<file path="src/rtl/mem_arbiter.sv">
// mem_arbiter: round-robin arbiter for the single 8-bit main-memory port,
// shared by the CPU core (port C) and the debug/loader master (port D).
// Every transaction takes three cycles: IDLE (grant) -> ACCESS (strobe) ->
// DONE (ack, read capture). All outputs are registered.
//
// Ports:
//   clk, rstn              clock; synchronous reset, active-high (1 = reset)
//   c_req/c_we/c_addr/c_wdata   CPU request, held until c_ack
//   c_ack, c_rdata              CPU completion pulse and read data
//   d_req/d_we/d_addr/d_wdata   loader request, held until d_ack
//   d_ack, d_rdata              loader completion pulse and read data
//   mem_a, mem_wd               RAM address and write data
//   mem_oe                      data-bus drive enable (high with mem_we)
//   mem_we, mem_re              RAM write/read strobes
//   mem_q                       RAM read data, valid the cycle after mem_re
//   busy                        high whenever not in IDLE
//   owner                       current or last grant (0 = C, 1 = D)
module mem_arbiter #(
  parameter int unsigned AW = 8,
  parameter int unsigned DW = 8
) (
  input  logic          clk,
  input  logic          rstn,
  input  logic          c_req,
  input  logic          c_we,
  input  logic [AW-1:0] c_addr,
  input  logic [DW-1:0] c_wdata,
  output logic          c_ack,
  output logic [DW-1:0] c_rdata,
  input  logic          d_req,
  input  logic          d_we,
  input  logic [AW-1:0] d_addr,
  input  logic [DW-1:0] d_wdata,
  output logic          d_ack,
  output logic [DW-1:0] d_rdata,
  output logic [AW-1:0] mem_a,
  output logic [DW-1:0] mem_wd,
  output logic          mem_oe,
  output logic          mem_we,
  output logic          mem_re,
  input  logic [DW-1:0] mem_q,
  output logic          busy,
  output logic          owner
);

  typedef enum logic [1:0] {
    IDLE   = 2'd0,
    ACCESS = 2'd1,
    DONE   = 2'd2
  } state_t;

  state_t state;
  logic   lat_we;

  logic          grant_d_c;
  logic          sel_we_c;
  logic [AW-1:0] sel_addr_c;
  logic [DW-1:0] sel_wdata_c;

  // Winner selection: a lone requester wins; on a tie the non-owner wins.
  always_comb begin
    grant_d_c = d_req;
    if (c_req && d_req) begin
      grant_d_c = ~owner;
    end
    sel_we_c    = grant_d_c ? d_we    : c_we;
    sel_addr_c  = grant_d_c ? d_addr  : c_addr;
    sel_wdata_c = grant_d_c ? d_wdata : c_wdata;
  end

  // FSM with registered strobes, acks and read-data capture.
  always_ff @(posedge clk) begin
    if (rstn) begin
      state   <= IDLE;
      lat_we  <= 1'b0;
      mem_a   <= '0;
      mem_wd  <= '0;
      mem_oe  <= 1'b0;
      mem_we  <= 1'b0;
      mem_re  <= 1'b0;
      c_ack   <= 1'b0;
      d_ack   <= 1'b0;
      c_rdata <= '0;
      d_rdata <= '0;
      busy    <= 1'b0;
      owner   <= 1'b1;   // CPU wins the first tie
    end else begin
      case (state)
        IDLE: begin
          if (c_req || d_req) begin
            state  <= ACCESS;
            busy   <= 1'b1;
            owner  <= grant_d_c;
            lat_we <= sel_we_c;
            mem_a  <= sel_addr_c;
            mem_wd <= sel_wdata_c;
            mem_we <= sel_we_c;
            mem_oe <= sel_we_c;
            mem_re <= ~sel_we_c;
          end
        end
        ACCESS: begin
          state  <= DONE;
          mem_we <= 1'b0;
          mem_oe <= 1'b0;
          mem_re <= 1'b0;
          c_ack  <= ~owner;
          d_ack  <= owner;
        end
        DONE: begin
          state <= IDLE;
          busy  <= 1'b0;
          c_ack <= 1'b0;
          d_ack <= 1'b0;
          // mem_q is valid now, one cycle after the read strobe
          if (!lat_we) begin
            if (owner) begin
              d_rdata <= mem_q;
            end else begin
              c_rdata <= mem_q;
            end
          end
        end
        default: begin
          state <= IDLE;
        end
      endcase
    end
  end

endmodule

</file>
<file path="config.mk">
export PLATFORM = sky130hd
export DESIGN_NAME = mem_arbiter
export DESIGN_NICKNAME = d
export VERILOG_FILES = /design/src/rtl/mem_arbiter.sv
export SDC_FILE = /design/constraint.sdc
export NUM_CORES = 1
export LEC_CHECK = 0
export CAP_MARGIN = 25
export CORE_ASPECT_RATIO = 2
export CORE_MARGIN = 2
export CORE_UTILIZATION = 43
export DETAILED_ROUTE_END_ITERATION = 7
export GPL_TIMING_DRIVEN = 0
export PLACE_DENSITY_LB_ADDON = 0.15
export SETUP_SLACK_MARGIN = 0.05
export SYNTH_ARGS = -nofsm -noshare
export SYNTH_HDL_FRONTEND = slang
export SYNTH_SLANG_ARGS = --single-unit
</file>
<file path="constraint.sdc">
create_clock -name clk -period 3.9 [get_ports clk]
set_input_delay 0.585 -clock clk [delete_from_list [all_inputs] [get_ports clk]]
set_output_delay 0.585 -clock clk [all_outputs]
set_load 0.005 [all_outputs]
</file>
==> metrics.md <==
| Metric | Value |
|---|---|
| ANT cells | `0` |
| Part of the power in registers | `47.2%` |
| Peak Freq | `517 MHz` |
| Max_slew headroom | `50.0%` |
| Post-DP Area | `2620 sq um` |
| P_sw | `0.276 mW` |
| Switch share | `26.9%` |
| Drt initial violations | `9` |
| Clock power frac | `25.9%` |
| P_int | `0.750 mW` |
| Crit path max-delay cell type | `clkdlybuf4s50_1` |
| First-pass GRT wire length | `7030 um` |
| Hold Path Sink | `busy` |
| Max-Cap Viols | `0` |
| Worst setup startpoint | `owner` |
| Drt first pass iters | `3` |
| Logic pwr share | `26.9%` |
| Reg2Reg Launch Point | `state[0]` |
| Tot GR Track Use | `20.1%` |
| Crit Path Class | `reg -> out` |
| Final non-filler cell area | `2710 sq um` |
| Setup Fix Bufs, Post-CTS | `0` |
| Final nets | `314` |
| Share of layout cells above drive strength 1 | `6.79%` |
| Final GP Congestion | `0.734` |
| Die H | `93.4 um` |
| Buffers & Inverters on Critical Path | `1` |
| CTS Buf Count | `5` |
| Cts repair resizes | `0` |
| Syn_area_per_cell | `9.94 sq um` |
| Num rows | `32` |
| Fillers | `342` |
| Synth cell types | `24` |
| Post-DP HPWL | `3500 um` |
| Hold-fix buffers at CTS | `0` |
| Mapped cell area | `1720 sq um` |
| H-tree depth | `2` |
| Hold crit path type | `reg -> reg` |
| Kind of cell adding the most delay to the critical path | `buffers and inverters` |
| Io pins | `85` |
| Worst Path Arrival | `1.35 ns` |
| Root Driver | `clkbuf_8` |
| RSZ-0062 raised after global routing | `false` |
| Die width | `48.7 um` |
| Period utilization | `49.6%` |
| Synthesis Warnings | `0` |
| Clk pin slew, worst setup/hold paths | `0.08 ns` |
| Hold Path Stages | `2` |
| Worst Skew | `0.00848 ns` |
| Sequential fraction of the synthesis area | `47.7%` |
| Initial Util | `44.7%` |
| Initial antenna violation count | `0` |
| R2R depth | `5` |
| Routed via count | `1539` |
| CORE AREA | `3840 sq um` |
| Gr ovfl total | `0` |
| Routed Antenna Nets | `0` |
| Reg-to-reg critical path endpoint | `state[0]` |
| Critical path, cell by cell | `clkdlybuf4s50_1` |
| CTS tree | `yes` |
| Slew @ Worst Pin | `0.748 ns` |
| Final hold vios | `0` |
| Critical path's largest stage delay | `0.57 ns` |
| Fin crit period | `1.93 ns` |
| Result of the run | `complete, no violations` |
| Final Total Pwr | `1.03 mW` |
| Static Leak | `1.09 nW` |
| Max Fanout on Critical Path | `8` |
| Syn Nets | `223` |
| Port bufs | `84` |
| Clock latency on the worst-skew pair | `0.29 ns` |
| Yosys reg bits | `41` |
| Cells after Synth | `173` |
| Sum of negative setup slack | `0 ns` |
| Peak VDD IR | `0.388 mV` |
| Sink Count | `41` |
| DRC viols | `0` |
| # setup viols final | `0` |
| Register Area | `821 sq um` |
| Max Transition Viols Final | `0` |
| Area Growth Syn to Fin | `57.4%` |
| Avg Vias per Cell | `4.87` |
| Vias in the first global route | `1547` |
| Largest net degree at the start of global routing | `13` |
| Drt wl/cell | `13.7 um` |
| Total routed wirelength | `4330 um` |
| Pwr per Cell Area | `379 nW/um^2` |
| CP startpoint kind | `flip-flop` |
| Crit end category | `output pin` |
| Multi-input logic area | `806 sq um` |
| R2R Setup Slk | `2.15 ns` |
| Worst-case clock buffer depth | `2` |
| Hold Crit Start | `busy` |
| Die ar. | `4550 sq um` |
| Crit path required time | `3.31 ns` |
==> registers in the layout, summed over array words and instances, names as in the netlist <==
register and count:
busy 1, c_ack 1, c_rdata 8, d_ack 1
d_rdata 8, lat_we 1, mem_a 8, mem_re 1
mem_wd 8, mem_we 1, owner 1, state 2
==> logic make-up (layout without fill, tap and decap cells) <==
kind of cell | count (synthesis) | count (layout) | synth area share (%)
multiplexers | 36 | 36 | 21.0
adder cells (fa/ha/maj) | 4 | 4 | 2.91
AND/OR/NAND/NOR | 45 | 45 | 10.9
flip-flops | 41 | 41 | 47.7
buffers and inverters | 17 | 109 | 5.39
AO/OA/AOI/OAI | 30 | 30 | 12.1
==> worst max path at each step <==
| stage | cells past startpoint | to | slack [ns] |
|---|---|---|---|
| CTS | 1 | owner | 1.95 |
| global route | 1 | owner | 1.87 |
| floorplan | 5 | state[0] | 2.43 |
| global placement | 4 | c_rdata[1] | 1.76 |
| finish | 1 | owner | 1.97 |
| detailed placement | 4 | state[0] | 1.74 |
==> metrics by stage <==
| step | util [%] | hold WS, ns | instances | worst slack, ns |
|---|---|---|---|---|
| after floorplan | - | 0.462 | 173 | 2.43 |
| after global placement | 68.3 | 0.455 | 308 | 1.76 |
| after detailed placement | 68.3 | 0.467 | 308 | 1.74 |
| final | 70.4 | 0.476 | 316 | 1.97 |
| after CTS | 70.4 | 0.476 | 316 | 1.95 |
| after global routing | 70.4 | 0.512 | 316 | 1.87 |
==> cell usage after synthesis <==
library cell / n / area (sq um)
dfxtp_1: 41 / 821
nor2_1: 37 / 139
mux2i_1: 36 / 360
a211oi_1: 15 / 113
a21oi_1: 5 / 25.0
buf_2: 5 / 25.0
clkbuf_1: 5 / 18.8
o21ai_0: 5 / 25.0
ha_1: 4 / 50.1
inv_1: 4 / 15.0
nand2_1: 2 / 7.51
nor3b_1: 2 / 15.0
a21boi_2: 1 / 11.3
a31o_2: 1 / 8.76
and3_2: 1 / 7.51
buf_4: 1 / 7.51
buf_6: 1 / 11.3
buf_8: 1 / 15.0
nand2b_1: 1 / 6.26
nand3_1: 1 / 5.00
nand3b_1: 1 / 7.51
o211a_1: 1 / 10.0
o211ai_1: 1 / 7.51
o21a_1: 1 / 7.51
==> power by group through the flow <==
stage / Sequential (mW) / Combinational, mW / Clock [mW]
after detailed placement: 0.494 / 0.280 / 0
final: 0.484 / 0.276 / 0.266
after global placement: 0.492 / 0.275 / 0
after floorplan: 0.495 / 0.125 / 0
after global routing: 0.490 / 0.301 / 0.294
after CTS: 0.484 / 0.281 / 0.274
==> layout by cell type, fill, tap and decap left out, drive strengths merged <==
master and instances:
o211a 1, nand2b 1, buf 8, and3 1, inv 4, nand2 2
mux2i 36, dfxtp 41, a21boi 1, ha 4, o21a 1, nand3b 1
o211ai 1, nor3b 2, o21ai 5, clkdlybuf4s50 84, a31o 1, clkinv 2
a211oi 15, nand3 1, a21oi 5, nor2 37, clkbuf 11
==> metal layers <==
metal,global-route usage (%),wire (um),up-vias
li1,-,-,778
met1,17.7,1460,699
met2,39.7,2490,57
met3,7.51,326,5
met4,7.14,57,0
met5,0,0,-
==> final cells by class <==
cell class / instances / area share [%]
buffer: 13 / 2.87
sequential: 41 / 30.3
timing repair buffer: 84 / 31.1
tap: 51 / 2.36
clock inverter: 2 / 0.370
clock buffer: 6 / 2.68
multi-input combinational: 115 / 29.8
inverter: 4 / 0.555
No activity file was read; power rests on OpenSTA's default activity.
